`config.mk`:
```
export PLATFORM = sky130hd
export DESIGN_NAME = encrypt_pipe_shift_rot
export DESIGN_NICKNAME = d
export VERILOG_FILES = /design/src/rtl/encrypt_pipe_shift_rot.sv
export SDC_FILE = /design/constraint.sdc
export NUM_CORES = 1
export LEC_CHECK = 0
export CAP_MARGIN = 10
export CORE_MARGIN = 4
export CORE_UTILIZATION = 35
export DETAILED_ROUTE_END_ITERATION = 7
export GPL_TIMING_DRIVEN = 0
export REMOVE_ABC_BUFFERS = 1
export SLEW_MARGIN = 20
export SYNTH_ARGS = -nofsm -noshare
export SYNTH_HDL_FRONTEND = slang
export SYNTH_SLANG_ARGS = --single-unit
```
`constraint.sdc`:
```
create_clock -name clk -period 13.05 [get_ports clk]
set_input_delay 3.2625 -clock clk [delete_from_list [all_inputs] [get_ports clk]]
set_output_delay 3.2625 -clock clk [all_outputs]
set_load 0.02 [all_outputs]
```
`src/rtl/encrypt_pipe_shift_rot.sv`:
```
// Second stage of the encrypt shift pipe: rotates a one-hot letter index by the
// active key (mod 26), re-encodes it as ASCII and cycles the key k1->k2->k3.
module encrypt_pipe_shift_rot #(
    parameter int NUM_LETTERS = 26,
    parameter int ROT_W       = 3
) (
    input  logic             clk,
    input  logic             rst,
    input  logic             en,
    input  logic [7:0]       k1,
    input  logic [7:0]       k2,
    input  logic [7:0]       k3,
    input  logic [ROT_W-1:0] rot_freq,
    input  logic             shift_en,
    input  logic             shift_amt,
    input  logic             mode,
    input  logic             is_alpha_upper_case,
    input  logic             is_alpha_low_case,
    input  logic [31:0]      extended_shift_data,
    output logic [7:0]       dout,
    output logic             en_out,
    output logic [1:0]       key_sel_out,
    output logic             onehot_err_out
);

    localparam int IDX_W = $clog2(NUM_LETTERS);
    localparam int SUM_W = IDX_W + 1;

    // Handshake: en is a valid-only strobe with no ready; every cycle with en=1
    // delivers one char, and en_out mirrors it exactly one cycle later.

    logic [NUM_LETTERS-1:0] w_letters;
    logic                   w_is_alpha;
    logic                   w_onehot;
    logic                   w_err;
    logic                   w_counted;
    logic [IDX_W-1:0]       w_idx;
    logic [7:0]             w_key_raw;
    logic [IDX_W-1:0]       w_key;
    logic [SUM_W-1:0]       w_addend;
    logic [SUM_W-1:0]       w_sum;
    logic [SUM_W-1:0]       w_rot;
    logic [7:0]             w_base;
    logic [7:0]             w_char;
    logic [1:0]             w_key_sel_next;
    logic                   w_unused;

    logic [7:0]             r_dout;
    logic                   r_en_out;
    logic [1:0]             r_key_sel_out;
    logic                   r_onehot_err;
    logic [1:0]             r_key_sel;
    logic [ROT_W-1:0]       r_rot_cnt;

    assign w_letters  = extended_shift_data[NUM_LETTERS-1:0];
    assign w_unused   = ^extended_shift_data[31:NUM_LETTERS];
    assign w_is_alpha = is_alpha_upper_case | is_alpha_low_case;
    assign w_onehot   = $onehot(w_letters);
    assign w_err      = w_is_alpha & ~w_onehot;
    assign w_counted  = en & mode & shift_en & w_is_alpha & w_onehot;

    always_comb begin
        w_idx = '0;
        for (int i = 0; i < NUM_LETTERS; i++) begin
            if (w_letters[i]) w_idx = IDX_W'(i);
        end
    end

    always_comb begin
        w_key_raw = k1;
        case (r_key_sel)
            2'd1:    w_key_raw = k2;
            2'd2:    w_key_raw = k3;
            default: w_key_raw = k1;
        endcase
    end

    assign w_key = IDX_W'(w_key_raw % 8'(NUM_LETTERS));

    // Backward shift adds (26 - key) so a single conditional subtract wraps both directions.
    assign w_addend = shift_amt ? (SUM_W'(NUM_LETTERS) - SUM_W'(w_key)) : SUM_W'(w_key);
    assign w_sum    = SUM_W'(w_idx) + w_addend;
    assign w_rot    = (w_sum >= SUM_W'(NUM_LETTERS)) ? (w_sum - SUM_W'(NUM_LETTERS)) : w_sum;
    assign w_base   = is_alpha_upper_case ? 8'd65 : 8'd97;
    assign w_char   = w_base + 8'(w_rot);

    assign w_key_sel_next = (r_key_sel == 2'd2) ? 2'd0 : (r_key_sel + 2'd1);

    always_ff @(posedge clk or negedge rst) begin
        if (!rst) begin
            r_dout        <= '0;
            r_en_out      <= 1'b0;
            r_key_sel_out <= '0;
            r_onehot_err  <= 1'b0;
            r_key_sel     <= '0;
            r_rot_cnt     <= '0;
        end else begin
            r_en_out <= en;
            if (en) begin
                r_dout        <= w_counted ? w_char : extended_shift_data[7:0];
                r_key_sel_out <= r_key_sel;
                r_onehot_err  <= w_err;
            end
            if (!mode) begin
                r_key_sel <= '0;
                r_rot_cnt <= '0;
            end else if (w_counted && (rot_freq != '0)) begin
                // >= so a shrunken rot_freq wraps on the next counted char.
                if (r_rot_cnt >= (rot_freq - ROT_W'(1))) begin
                    r_rot_cnt <= '0;
                    r_key_sel <= w_key_sel_next;
                end else begin
                    r_rot_cnt <= r_rot_cnt + ROT_W'(1);
                end
            end
        end
    end

    assign dout           = r_dout;
    assign en_out         = r_en_out;
    assign key_sel_out    = r_key_sel_out;
    assign onehot_err_out = r_onehot_err;

endmodule

```
# --- After elaboration in Yosys (flattened, before gate mapping) ---
# Index checks and enable logic that the tools add are counted.
word_totals:
  mem_bits_ro: 0
  latchBits: 0
  output_inout_bits: 12
  mem_count: 0
  register_bits: 17
  ramBits: 0
  elab_cells: 93
classes:
  muxes: 37
  n_bitwise: 7
  n_div: 1
  mul: 0
  shifts: 0
  n_addsub: 32
  n_lt_le_gt_ge: 2
  n_eq_ne: 5
  n_reduce_logical: 3
ops:
  columns: ["operator", "n"]
  rows:
  - ["$mux W5", 23]
  - ["$add A1 B1 Y2", 13]
  - ["$add A2 B2 Y3", 6]
  - ["$mux W6", 3]
  - ["$pmux W8 S2", 1]
  - ["$add A3 B3 Y4", 3]
  - ["$mux W2", 5]
  - ["$mux W3", 3]
  - ["$add A7 B6 Y8", 1]
  - ["$mod A8 B5 Y8 const B", 1]
  - ["$mux W8", 1]
  - ["$add A5 B6 Y6", 1]
  - ["$ge A6 B5 Y1 const B", 1]
  - ["$sub A5 B5 Y6 const A", 1]
  - ["$sub A6 B5 Y6 const B", 1]
  - ["$add A4 B2 Y5", 1]
  - ["$add A4 B4 Y5", 1]
  - ["$add A5 B5 Y5", 1]
  - ["$and A1 B1 Y1", 5]
  - ["$eq A5 B1 Y1 const B", 1]
  - ["$ne A2 B1 Y1 const B", 2]
  - ["$add A3 B1 Y3 const B", 1]
  - ["$ge A3 B3 Y1", 1]
  - ["$reduce_bool A3 Y1", 1]
  - ["other kinds (9)", 9]

# --- Depth between registers and ports, before layout ---
# Gate-level depths: netlist of the first run.
logic_depth:
  depth_word: 30
  mapped_depth: 39
  mapped_depth_nobuf: 36

# --- Least setup slack after synthesis of the first run ---
# OpenSTA, ideal clock, no wires.
synth_timing:
  kind: "in2reg"
  startpoint: "in k3[4]"
  endpoint: "reg r_dout[4], in the netlist dout[4]"
  t_arrival_ns: 9.229
  cell_stages: 33
  setup_slack_ns: 3.689
  path_buffers: 2
  setup_ns: 0.131
  path_cell_list: "a22o_4 > a21o_1 > buf_6 > nor3_4 > a2111oi_4 > nor3_4 > ha_1 > a211oi_1 > a31oi_1 > o211ai_1 > o21a_1 > a2111o_1 > nand2_4 > o21ai_0 > xnor2_1 > ha_1 > a21oi_1 > ha_1 > a21o_1 > a21oi_1 > xnor2_1 > and3_1 > nor2_1 > and4_1 > or2_1 > buf_6 > xnor2_1 > ha_1 > nand2b_1 > a21oi_1 > mux2i_1 > and3_1 > or3_1"
synth_between:
  elab_chain_cells: 9
synth_lines:
  columns: ["element", "line_no", "rtl"]
  rows:
  - ["from (decl)", "12", "input logic [7:0] k3,"]
  - ["$pmux W8 S2 (*)", "71", "case (r_key_sel)"]
  - ["$mod A8 B5 Y8 (*)", "78", "assign w_key = IDX_W'(w_key_raw % 8'(NUM_LETTERS));"]
  - ["$sub A5 B5 Y6", "81", "assign w_addend = shift_amt ? (SUM_W'(NUM_LETTERS) - SUM_W'(w_key)) : SUM_W'(w_key);"]
  - ["$mux W6 (*)", "81", null]
  - ["$add A5 B6 Y6 (*)", "82", "assign w_sum = SUM_W'(w_idx) + w_addend;"]
  - ["$sub A6 B5 Y6 / $ge A6 B5 Y1 (equally long branches)", "83", "assign w_rot = (w_sum >= SUM_W'(NUM_LETTERS)) ? (w_sum - SUM_W'(NUM_LETTERS)) : w_sum;"]
  - ["$mux W6 (*)", "83", null]
  - ["$add A7 B6 Y8 (*)", "85", "assign w_char = w_base + 8'(w_rot);"]
  - ["$mux W8 (*)", "100", "r_dout <= w_counted ? w_char : extended_shift_data[7:0];"]
  - ["to (signal assigned)", "100", null]
  - ["to (decl)", "48", "logic [7:0] r_dout;"]
# Mark *: on every way between the ends. The rest lies on a longest branch, timed or not.
# A chain may end at the register's enable or synchronous reset.

# --- Worst setup path in the final report of the first run ---
layout_timing:
  startpoint: "in k3[6]"
  endpoint: "reg r_dout[4], in the netlist dout[4]"
# The elaborated chain is that of the path after synthesis.

==> results of run 1 <==
-- worst max path at each step --
stage,start,end,cells past startpoint
after floorplan,k3[6],dout[4]$_DFFE_PN0P_,31
after global placement,k3[6],dout[4]$_DFFE_PN0P_,32
after detailed placement,k3[6],dout[4]$_DFFE_PN0P_,32
after CTS,k3[6],dout[4]$_DFFE_PN0P_,32
after global routing,k3[6],dout[4]$_DFFE_PN0P_,32
final,k3[6],dout[4]$_DFFE_PN0P_,32
-- worst reg2reg max path, delay by kind of cell, from the launching register on --
kind / cells / cell delay, ns
buf+inv: 1 / 0.08
compound gates: 12 / 2.56
simple gates: 11 / 2.39
xor+xnor: 3 / 0.67
fa+ha+maj: 5 / 2.08
mux: 1 / 0.11
flops: 1 / 0.40
-- final cells by class --
type	instances	area, um^2	share of cell area [%]
Clock inverter	1	5.00	0.114
Sequential cell	17	425	9.70
Timing Repair Buffer	72	721	16.4
Inverter	60	225	5.14
Multi-Input combinational cell	336	2800	63.9
Tap cell	133	166	3.80
Clock buffer	3	41.3	0.942
-- through the flow --
stage | cells | setup WS, ns | instance area (um^2) | hold WS [ns] | util (%)
after floorplan | 413 | 3.63 | 3450 | 0.484 | -
after global placement | 618 | 2.42 | 4340 | 0.470 | 44.0
after detailed placement | 618 | 2.26 | 4340 | 0.473 | 44.0
after CTS | 622 | 2.52 | 4380 | 0.490 | 44.4
after global routing | 622 | 2.01 | 4380 | 0.541 | 44.4
final | 622 | 2.54 | 4380 | 0.484 | 44.4
-- cell usage in the layout, fill, tap and decap left out, drive strengths merged, types with 3 or more instances in the layout --
cell type	n
clkdlybuf4s50	72
inv	60
ha	31
nor2	30
nand2	28
a21oi	25
nor3	21
o21ai	21
fa	19
nand3	18
dfrtp	17
a21o	13
xnor2	11
o211ai	8
nor4	7
and3	7
a22oi	7
a31oi	6
a211oi	6
o21bai	5
o2111ai	5
nand2b	4
xor2	4
o211a	4
mux2	3
o221ai	3
or3	3
clkbuf	3
a22o	3
mux2i	3
and4	3
o21a	3
or2	3
-- sequential cells by signal (all words and copies together), names as in the netlist --
signal / cells
dout: 8
r_key_sel: 2
r_rot_cnt: 3
onehot_err_out: 1
key_sel_out: 2
en_out: 1
-- layer usage --
layer	track usage (%)	part of all wire, %
met4	1.35	0.28
met2	25.7	51
met3	0.947	2.8
met5	0	0
met1	19.9	46
-- logic make-up (layout without fill, tap and decap cells) --
family,after synthesis,count (layout)
AND/OR/NAND/NOR,134,134
XOR/XNOR,15,15
AO/OA/AOI/OAI,131,131
adder cells (fa/ha/maj),50,50
flip-flops,17,17
buffers and inverters,74,136
multiplexers,6,6
-- cells in the mapped netlist (5+ instances only) --
cell,instances
a21o_1,11
a21oi_1,20
a31oi_1,5
and3_1,7
buf_6,6
dfrtp_1,17
fa_1,19
ha_1,31
inv_1,58
nand2_1,27
nand3_1,17
nor2_1,29
nor3_1,18
nor4_1,7
o211ai_1,7
o21ai_0,15
o21ai_1,6
o21bai_1,5
xnor2_1,11
==> results.tsv, run 1 <==
metric	value	unit
final hold vios	0	
post-cts hold buffer count	0	
Req. time, crit path	13.18	ns
core area	0.00986	mm^2
final setup vio count	0	
CP Capture Type	register	
largest cells by area after synthesis	dfrtp_1 (12%), ha_1 (11%), fa_1 (11%)	
Post-synth ARST share	100	%
DRC	0	
fin crit share	80.6	%
Reg2Reg Depth	33	
CTS HTree Levels	1	
worst setup path class	in -> reg	
CP max stage delay	0.48	ns
clk root buf	clkbuf_8	
Min-Delay Path Class	reg -> reg	
Die Ht	109	um
Top Ports	79	
Crit Path Max Fanout	13	
Buffers & Inverters on Critical Path	1	
crit path DAT	10.64	ns
Avg Vias per Cell	5.18	
reg2reg start	r_key_sel[0]$_DFFE_PN0P_	
max-cap viol count	0	
Diodes inserted	0	
starting density of the core	36.2	%
setup tns final	0	ns
hold path startpoint	dout[6]$_DFFE_PN0P_	
share of cells above drive strength 1	10.6	%
GP Congestion	0.822	
CP startpoint kind	input port	
register-to-register setup slack	4.64	ns
skew final	0.00243	ns
CTS buffer count	3	
Clock transition at path regs	0.06	ns
vias in the first global route	3154	
Post-Synth Adder-Cell Area	21.5	%
post-synth top area cell	dfrtp_1	
RSZ-0062 raised after global routing	no	
compound-gate portion of the synthesized area	31.2	%
cell area after synthesis	0.00357	mm^2
DR WL/cell	13.8	um
WL final	8570	um
CTS tree	built	
multiplexer share of the synthesized area	1.89	%
Pins Over Slew Limit	0	
Final Net Count	607	
CTS Sinks	17	
# port buffers	72	
largest net degree at the start of global routing	27	
synthesized flop and latch total	17	
FILL cells	968	
post-route ant nets	0	
Synth top area share	11.9	%
xor/xnor share of the synthesized area	3.68	%
Setup Fix Bufs, Post-CTS	0	
outcome	completed	
Starting DRT DRC Count	125	
Avg Synthesized Cell Area	8.36	um^2
Post-synth EDFFs	0	
GRT Overall Usage	14.4	%
die outline width	109	um
Worst-Margin Slew	1.02	ns
gr ovfl total	0	
top_reg_cell synth	dfrtp_1	
synth unique cells	85	
Hold Path End	dout[6]$_DFFE_PN0P_	
P&R area growth vs syn	22.8	%
Worst R2R End	dout[4]$_DFFE_PN0P_	
Synth warnings	0	
minimum clock period	10.51	ns
DIE AREA	0.0119	mm^2
cell family with the largest share of critical-path delay	compound AO/OA/AOI/OAI gates	
register area share after synthesis	11.9	%
PostCTS Resize Cnt	0	
Clock Tree Buf Depth	2	
slowest CP cell	a21o_1	
Max-slew headroom	31.6	%
largest family of logic cells by synthesized area	compound AO/OA/AOI/OAI gates	
Synth Instances	427	
Crit path top cell by count	ha_1	
DRT Pass-1 Iters	4	
Simple-Gate Fraction of Synth Area	20.1	%
maximum clock rate	95.1	MHz
dpl hpwl	7300	um
hold depth	2	
FP Rows	36	
initial antenna violation count	0	
Via Count	3224	
Clk Latency, worst-skew pair	0.25	ns
first-pass GRT wire length	14300	um
Power of run 1 is not shown: default switching activity piles up to over one toggle a cycle in this logic, so the estimate is an artifact.
==> run 2, diff against run 1 <==
clock period = 8.8 ns   (was 13.05 ns; I/O delays follow)
==> results.tsv, run 2 (same netlist as run 1, synthesis figures left out) <==
metric	value	unit
DIE AREA	0.0119	mm^2
CP Launch Point	k3[7]	
core area	0.00986	mm^2
commonest non-fill, non-tap cell in the layout	clkdlybuf4s50_1	
Max-slew headroom	25.5	%
Avg Vias per Cell	5.18	
GP Congestion	0.822	
worst setup path class	in -> reg	
die outline width	109	um
final hold vios	0	
FP Rows	36	
Cells after DPL	618	
max reg flops	8	
# port buffers	72	
WHS	0.484	ns
largest net degree at the start of global routing	27	
CTS HTree Levels	1	
CP max stage delay	0.44	ns
fin crit share	97.6	%
clk root buf	clkbuf_8	
Crit Path Max Fanout	7	
Design Area, Final	0.00462	mm^2
Clock transition at path regs	0.06	ns
slowest CP cell	clkdlybuf4s50_1	
Clk Latency, worst-skew pair	0.25	ns
Via Count	3302	
CTS tree	built	
DRT Pass-1 Iters	4	
CP startpoint kind	input port	
CTS buffer count	3	
Pins Over Slew Limit	0	
hold path startpoint	dout[6]$_DFFE_PN0P_	
Clock Tree Buf Depth	2	
FILL cells	950	
Diodes inserted	0	
Final Net Count	622	
maximum clock rate	116	MHz
first-pass GRT wire length	14500	um
DRC	0	
Starting DRT DRC Count	114	
P&R area growth vs syn	29.4	%
setup tns final	0	ns
final setup vio count	0	
Die Ht	109	um
reg2reg start	r_key_sel[0]$_DFFE_PN0P_	
GRT Overall Usage	14.7	%
RSZ-0062 raised after global routing	yes	
Worst-Margin Slew	1.12	ns
outcome	completed	
final std cells w/o fill	637	
vias in the first global route	3216	
CTS Sinks	17	
Req. time, crit path	8.93	ns
starting density of the core	36.2	%
post-cts hold buffer count	0	
WL final	8730	um
skew final	0.00222	ns
share of cells above drive strength 1	16.1	%
DR WL/cell	13.7	um
crit path DAT	8.71	ns
initial antenna violation count	0	
most frequent cells in the layout	clkdlybuf4s50_1 (72), inv_1 (58), nor2_1 (29), ha_1 (29), nand2_1 (27)	
dpl cell area	0.00434	mm^2
CP Capture Type	register	
post-route ant nets	0	
dpl hpwl	7300	um
Min-Delay Path Class	reg -> reg	
max-cap viol count	0	
Top Ports	79	
minimum clock period	8.59	ns
gr ovfl total	0	
-- run 2: path summary, 6_finish.rpt --
path                       slack (ns)  depth (start not counted)                    endpoint
min in group asynchronous        2.40                          1  onehot_err_out$_DFFE_PN0P_
min reg2reg                      0.48                          2         dout[6]$_DFFE_PN0P_
max reg2reg                      1.00                         36         dout[4]$_DFFE_PN0P_
min                              0.48                          2         dout[6]$_DFFE_PN0P_
max                              0.21                         32         dout[4]$_DFFE_PN0P_
max in group asynchronous        5.92                          1         dout[6]$_DFFE_PN0P_
-- run 2: final cells by class --
| class | instances | area, um^2 | share of cell area [%] |
|---|---|---|---|
| Clock buffer | 3 | 41.3 | 0.894 |
| Timing Repair Buffer | 87 | 833 | 18.0 |
| Multi-Input combinational cell | 336 | 2920 | 63.3 |
| Inverter | 60 | 225 | 4.88 |
| Tap cell | 133 | 166 | 3.60 |
| Sequential cell | 17 | 425 | 9.21 |
| Clock inverter | 1 | 5.00 | 0.108 |
-- run 2: critical path, delay by kind of cell --
family | cells | cell delay, ns
and+or+nand+nor | 10 | 1.70
xor gates and xnor gates | 3 | 0.50
muxes | 1 | 0.11
adders and majority gates | 4 | 1.02
AOI/OAI and AO/OA | 13 | 2.72
buffers and inverters | 1 | 0.44
-- run 2: metrics by stage --
step | util (%) | setup WS [ns]
after floorplan | - | 0.446
after global placement | 44.0 | -0.772
after detailed placement | 44.0 | -0.925
after CTS | 45.6 | 0.0138
after global routing | 46.8 | -0.166
final | 46.8 | 0.214
-- run 2: timing repair --
action,CTS,global route
gates resized for setup,17,7
gates cloned,0,0
pin swaps,4,11
setup buffers,3,12
endpoints found under the setup margin,7,8
-- run 2: routing by layer --
metal / global-route usage [%] / up-vias / part of all wire (%)
met4: 1.44 / 0 / 0.70
met1: 20.1 / 1542 / 45
met3: 0.947 / 6 / 3.3
met2: 26.3 / 51 / 51
met5: 0 / - / 0
li1: - / 1703 / -
Power of run 2 is left out for the same reason.
==> run 3, diff against run 2 <==
GPL_TIMING_DRIVEN = 1   (was 0)
==> results.tsv, run 3 (same netlist as run 1, synthesis figures left out) <==
metric	value	unit
CP max stage delay	0.44	ns
fin crit share	95.4	%
Hold Path End	dout[6]$_DFFE_PN0P_	
starting density of the core	36.2	%
GRT Overall Usage	14.8	%
GRT met1 Usage	19.2	%
DRT Pass-1 Iters	4	
WL final	8830	um
Clock transition at path regs	0.06	ns
final hold vios	0	
GR Layer Usage met3	1.18	%
DRC	0	
Reg2Reg Depth	32	
Worst-Margin Slew	1.05	ns
Diodes inserted	0	
hold path startpoint	dout[6]$_DFFE_PN0P_	
Via Count	3365	
minimum clock period	8.39	ns
Die Ht	109	um
CP startpoint kind	input port	
gr ovfl total	0	
Core Util, Final	47.7	%
crit path DAT	8.52	ns
share of cells above drive strength 1	18.2	%
max reg flops	8	
CTS tree	built	
setup tns final	0	ns
CTS Sinks	17	
FILL cells	947	
FP Rows	36	
GR peak layer	met2	
CP Capture Type	register	
Avg Vias per Cell	5.14	
# port buffers	72	
Starting DRT DRC Count	122	
dpl cell area	0.00459	mm^2
vias in the first global route	3341	
core area	0.00986	mm^2
Worst R2R End	dout[7]$_DFFE_PN0P_	
most frequent cells in the layout	clkdlybuf4s50_1 (72), inv_1 (58), buf_4 (33)	
skew final	0.000842	ns
DIE AREA	0.0119	mm^2
max-cap viol count	0	
Req. time, crit path	8.93	ns
maximum clock rate	119	MHz
dpl hpwl	7650	um
Crit Path Max Fanout	7	
Min-Delay Path Class	reg -> reg	
CTS buffer count	3	
P&R area growth vs syn	31.7	%
Top Ports	79	
Design Area, Final	0.00470	mm^2
register-to-register setup slack	1.28	ns
Clock Tree Buf Depth	2	
final setup vio count	0	
Pins Over Slew Limit	0	
Worst Slack Setup Final	0.407	ns
met2 global-route usage	27.1	%
first-pass GRT wire length	14600	um
clk root buf	clkbuf_8	
largest net degree at the start of global routing	27	
RSZ-0062 raised after global routing	no	
hold depth	2	
CTS HTree Levels	1	
outcome	completed	
footprint of the multi-input gates	0.00287	mm^2
post-route ant nets	0	
post-cts hold buffer count	0	
DR WL/cell	13.5	um
reg2reg start	r_key_sel[0]$_DFFE_PN0P_	
commonest non-fill, non-tap cell in the layout	clkdlybuf4s50_1	
FF/Latch Area	425	um^2
worst setup path class	in -> reg	
die outline width	109	um
initial antenna violation count	0	
pre-CTS setup slack	-0.0804	ns
GP Congestion	0.776	
Max-slew headroom	30.0	%
Final Net Count	640	
Clk Latency, worst-skew pair	0.25	ns
slowest CP cell	clkdlybuf4s50_1	
[run 3: layout make-up]
class                   count  share of cell area (%)
multi-input cells         336                    61.0
repair buffers            105                    20.6
flip-flops and latches     17                    9.05
inverters                  60                    4.79
well taps                 133                    3.54
clock buffers               3                   0.878
clock inverters             1                   0.106
[run 3: timing repair]
item,in CTS,in global routing
endpoints found under the setup margin,0,4
resized for setup,0,15
setup buffers,0,0
[run 3: metrics by stage]
stage,std cells,hold slack (ns)
after global placement,651,0.468
after CTS,655,0.499
final,655,0.491
after detailed placement,651,0.482
after global routing,655,0.524
after floorplan,413,0.484
[run 3: worst max path at each step]
stage | start | to | cells past startpoint
2_1_floorplan | k3[6] | dout[4]$_DFFE_PN0P_ | 31
3_5_place_dp | k3[7] | dout[7]$_DFFE_PN0P_ | 31
4_1_cts | k3[7] | dout[7]$_DFFE_PN0P_ | 31
6_report | k3[4] | dout[4]$_DFFE_PN0P_ | 34
5_1_grt | k3[4] | dout[4]$_DFFE_PN0P_ | 31
3_3_place_gp | k3[7] | dout[4]$_DFFE_PN0P_ | 32
[run 3: worst max-delay path, delay by kind of cell]
family	cells	cell delay (ns)
buf+inv	4	0.84
compound gates	10	2.07
simple gates	11	1.69
xor+xnor	3	0.38
fa+ha+maj	4	1.06
mux	2	0.27
[run 3: layer usage]
layer	up-vias	wire length (um)
li1	1735	-
met1	1581	4030
met2	44	4470
met3	5	292
met4	0	34
met5	-	0
Power of run 3 is left out for the same reason.
==> RTL change 1 (config.mk and constraints of run 2) <==
Add an input register stage for `k3`; this delays it by one clock. The other inputs are not delayed to match. Comments in the files are not updated.
--- a/src/rtl/encrypt_pipe_shift_rot.sv
+++ b/src/rtl/encrypt_pipe_shift_rot.sv
@@ -26,4 +26,10 @@
     localparam int IDX_W = $clog2(NUM_LETTERS);
     localparam int SUM_W = IDX_W + 1;
+
+    logic [7:0] k3_q;
+
+    always_ff @(posedge clk) begin
+        k3_q <= k3;
+    end
 
     // Handshake: en is a valid-only strobe with no ready; every cycle with en=1
@@ -71,5 +77,5 @@
         case (r_key_sel)
             2'd1:    w_key_raw = k2;
-            2'd2:    w_key_raw = k3;
+            2'd2:    w_key_raw = k3_q;
             default: w_key_raw = k1;
         endcase
Function: changed (a bounded check fails within 4 cycles, from zero or initial values and one cycle with rst low).
==> RTL change 1 against run 2 <==
  * Worst setup slack better by 0.13 ns
  * Synthesized area down 1.4%
  * Sequential share of layout area up 3.6 points
  * Routed wire length up 2.9%
  * First-iteration DRC count up 9.6%
  * Final area down 1.1%
  * Non-clock buffer count down 2
  * Sequential cell count up 8
  * Synthesized cell count down 0.23%
  * Critical path depth down 1
Power is left out: the tool's default activity adds up to more than one toggle a clock period on the data nets, which glitch-free logic cannot reach.
==> RTL change 1: results (changes against run 2) <==
Outcome - completed
Post-Layout Cell Count - 636 (-0.16%)
Routed met3 length - 395 um (+37%)
Area after DPL - 0.004330 sq mm (-0.17%)
Mean area per synthesized cell - 8.262 sq um (-1.2%)
Area taken by multi-input logic gates - 0.002738 sq mm (-6.3%)
Worst-skew pair later-pin latency - 0.28 ns (+0.03 ns)
Met3 global-route usage - 1.851% (+0.90 points)
Most frequent cells after synthesis - 56 x inv_1, 34 x nor2_1, 31 x ha_1, 31 x nand2_1, 24 x a21oi_1
Worst clock skew - 0.008123 ns (+0.005905 ns)
Iter 0 DRT Violations - 125 (+9.6%)
Async set-reset flop share out of synthesis - 68.00% (-32 points)
M2 GR Usage - 29.75% (+3.5 points)
Seq/Total Area, Yosys - 16.64% (+4.7 points)
Layout cell share with drive strength beyond 1 - 11.33% (-4.7 points)
Post-DP HPWL - 7446 um (+2.0%)
Post-Place Cells - 619 (+0.16%)
DR WL/cell - 14.13 um (+3.1%)
Highest Signal Layer - met4
Worst relative slew slack - 44.01% (+19 points)
Unique masters post-synth - 74 (-13%)
Layout fillers - 969 (+2.0%)
Metal1 wirelength - 3860 um (-2.7%)
Arr. time, crit path - 8.62 ns (-0.09 ns)
First-pass GRT wire length - 14990 um (+3.1%)
CP max stage cell - o32a_1
Max Fanout on Critical Path - 11 (+4)
Vias - 3320 (+0.55%)
GPL Wtd Cong - 0.8029 (-2.3%)
Reg clk slew, reported paths - 0.10 ns (+0.04 ns)
Number of global-route vias before repair - 3403 (+5.8%)
DP Worst Slack - -0.9641 ns (-0.03923 ns)
Routed length on met2 - 4580 um (+3.7%)
Met1 Use GR - 18.44% (-1.6 points)
RTL change 1: kinds of logic (layout without fill, tap and decap cells):
kind of cell / after synthesis / in the layout / synth area share [%]
AOI/OAI and AO/OA: 126 / 126 / 27.84
xor gates and xnor gates: 15 / 15 / 3.732
adders and majority gates: 50 / 50 / 21.83
buffers and inverters: 69 / 146 / 8.247
DFF: 25 / 25 / 16.64
muxes: 13 / 13 / 4.301
and+or+nand+nor: 128 / 128 / 17.42
RTL change 1: final timing paths:
path | from | to | slack (ns) | cells after the start
worst min register to register | dout[6] | dout[6] | 0.51 | 2
worst max register to register | r_key_sel[0] | dout[4] | 1.37 | 32
min in group asynchronous | rst | en_out | 2.37 | 1
worst max-delay path | k2[4] | dout[4] | 0.35 | 31
max in group asynchronous | rst | r_key_sel[1] | 5.94 | 1
worst min-delay path | dout[6] | dout[6] | 0.51 | 2
RTL change 1: what timing repair did:
| action | 4_1_cts | 5_1_grt |
|---|---|---|
| gates resized for setup | 9 | 12 |
| pin swaps | 1 | 4 |
| endpoints found under the hold margin | 0 | 0 |
| endpoints found under the setup margin | 4 | 3 |
| buffers inserted | 0 | 13 |
RTL change 1: layout make-up:
class / instances / share of cell area [%]
clock buffer: 3 / 0.9034
clock inverter: 1 / 0.1642
inverter: 57 / 4.681
multi-input combinational: 332 / 59.90
sequential: 25 / 12.81
tap: 133 / 3.641
timing repair buffer: 85 / 17.90
RTL change 1: worst min-delay path, delay by kind of cell (launching register included):
kind             cells  cell delay (ns)
flip-flops           1             0.35
AO/OA/AOI/OAI        1             0.07
AND/OR/NAND/NOR      1             0.05
==> RTL change 2 (settings of run 2) <==
Without the edit above. Set the parameter `ROT_W` to 6 (it was 3).
--- a/src/rtl/encrypt_pipe_shift_rot.sv
+++ b/src/rtl/encrypt_pipe_shift_rot.sv
@@ -3,5 +3,5 @@
 module encrypt_pipe_shift_rot #(
     parameter int NUM_LETTERS = 26,
-    parameter int ROT_W       = 3
+    parameter int ROT_W       = 6
 ) (
     input  logic             clk,
Ports: changed (resized rot_freq); port bits go from 79 to 82. The function was not compared with the original's and may differ.
==> RTL change 2 against run 2 <==
  * Die area stayed put
  * Final area grew 0.73%
  * Sequential share of layout area up 1.5 points
  * Routed wire length rose by 2.8%
  * Clock skew grew 0.0028 ns
  * First-iteration DRC count is 9.6% higher
  * Worst setup slack better by 0.15 ns
  * Maximum frequency is 1.8% higher
  * Sequential cell count increased by 3
  * Synthesized area unchanged
  * Worst hold slack better by 0.0038 ns
Power is left out: it rests on default switching activity, and per cell area and clock period it moved more than threefold.
==> RTL change 2: results (changes against run 2) <==
Outcome - completed
Final Instance Area - 0.004653 sq mm (+0.73%)
Synth top area cells - dfrtp_1 14%, ha_1 12%, fa_1 11%
Layout fillers - 981 (+3.3%)
Ant diodes - 0 (unchanged)
Vias - 3439 (+4.1%)
Area after DPL - 0.004405 sq mm (+1.6%)
Worst Hold Class - reg -> reg
R2r setup slk - 1.36 ns (+0.36 ns)
Hold path depth - 1 (-1)
Hold Path End - r_rot_cnt[5]
Clock H-tree levels - 1 (unchanged)
Arr. time, crit path - 8.57 ns (-0.14 ns)
Iter 0 DRT Violations - 125 (+9.6%)
Worst-skew pair later-pin latency - 0.26 ns
DR WL/cell - 13.84 um (+0.92%)
Ys Warns - 0 (unchanged)
Max Fanout on Critical Path - 10 (+3)
Number of I/O port buffers - 75 (+4.2%)
Worst clock skew - 0.005002 ns (+0.002783 ns)
Largest net degree at the start of global routing - 24 (-11%)
TritonCTS buffer count - 3 (unchanged)
GPL Wtd Cong - 0.8048 (-2.1%)
Reg clk slew, reported paths - 0.08 ns (+0.02 ns)
Initial antenna violation count - 0 (unchanged)
Max FFs per register - 8 (unchanged)
Startpoint types - primary input
Most frequent cells after synthesis - 51 x inv_1, 34 x ha_1, 29 x a21oi_1, 29 x nand2_1, 28 x nor2_1
Root Buffer - clkbuf_8
Post-DP HPWL - 7404 um (+1.5%)
Cells on worst reg2reg path - 31 (-14%)
Max incr delay on CP - 0.54 ns (+0.10 ns)
CP max stage cell - or4_1
Seq/Total Area, Yosys - 14.02% (+2.1 points)
CP Capture Point - dout[4]
Hold Path Origin - r_rot_cnt[5]
First-pass iteration count of the detailed router - 4 (unchanged)
Unique masters post-synth - 72 (-15%)
Number of global-route vias before repair - 3343 (+3.9%)
Setup crit start - k3[5]
Final-stage net count - 640 (+2.9%)
Final slew viol count - 0 (unchanged)
Clock buffer depth - 2 (unchanged)
R2R Path Start - r_key_sel[1]
All-layer global routing usage - 15.40% (+0.71 points)
Worst slew pin tran - 0.9174 ns (-0.2007 ns)
First-pass GRT wire length - 15150 um (+4.2%)
Hold slack - 0.4880 ns (+0.003797 ns)
Count leader, synth - inv_1
Layout cell share with drive strength beyond 1 - 10.66% (-5.4 points)
Worst path top cell family by delay - compound AO/OA/AOI/OAI gates
Async set-reset flop share out of synthesis - 100.0% (unchanged)
RTL change 2: logic make-up (layout without fill, tap and decap cells):
| group | after synthesis | after routing | share of synthesized area, % |
|---|---|---|---|
| adders and majority gates | 53 | 53 | 22.56 |
| DFF | 20 | 20 | 14.02 |
| and+or+nand+nor | 136 | 136 | 19.03 |
| xor gates and xnor gates | 19 | 19 | 4.660 |
| AOI/OAI and AO/OA | 126 | 126 | 26.52 |
| buffers and inverters | 66 | 144 | 7.778 |
| muxes | 18 | 18 | 5.431 |
RTL change 2: layout make-up:
type | instances | area share, %
well taps | 133 | 3.576
clock buffers | 4 | 1.183
inverters | 52 | 4.195
multi-input cells | 352 | 62.06
repair buffers | 88 | 18.23
flip-flops and latches | 20 | 10.76
RTL change 2: metal layers:
metal | part of all wire [%] | wire length (um) | up-vias | track usage (%)
li1 | - | - | 1730 | -
met1 | 45 | 4011 | 1617 | 19.44
met2 | 49 | 4400 | 84 | 28.03
met3 | 5.2 | 466 | 8 | 2.072
met4 | 1.1 | 102 | 0 | 2.885
met5 | 0 | 0 | - | 0
RTL change 2: repair_timing:
item	in CTS	in global routing
setup endpoints to repair	7	12
resized for setup	11	7
buffers inserted	4	9
pin swaps	2	3
RTL change 2: metrics by stage:
step / setup slack, ns / utilization (%) / std cells
3_3_place_gp: -0.9018 / 44.66 / 632
3_5_place_dp: -1.016 / 44.66 / 632
5_1_grt: -0.03117 / 47.17 / 649
4_1_cts: 0.01472 / 46.06 / 640
2_1_floorplan: 0.3238 / - / 424
6_report: 0.3625 / 47.17 / 649
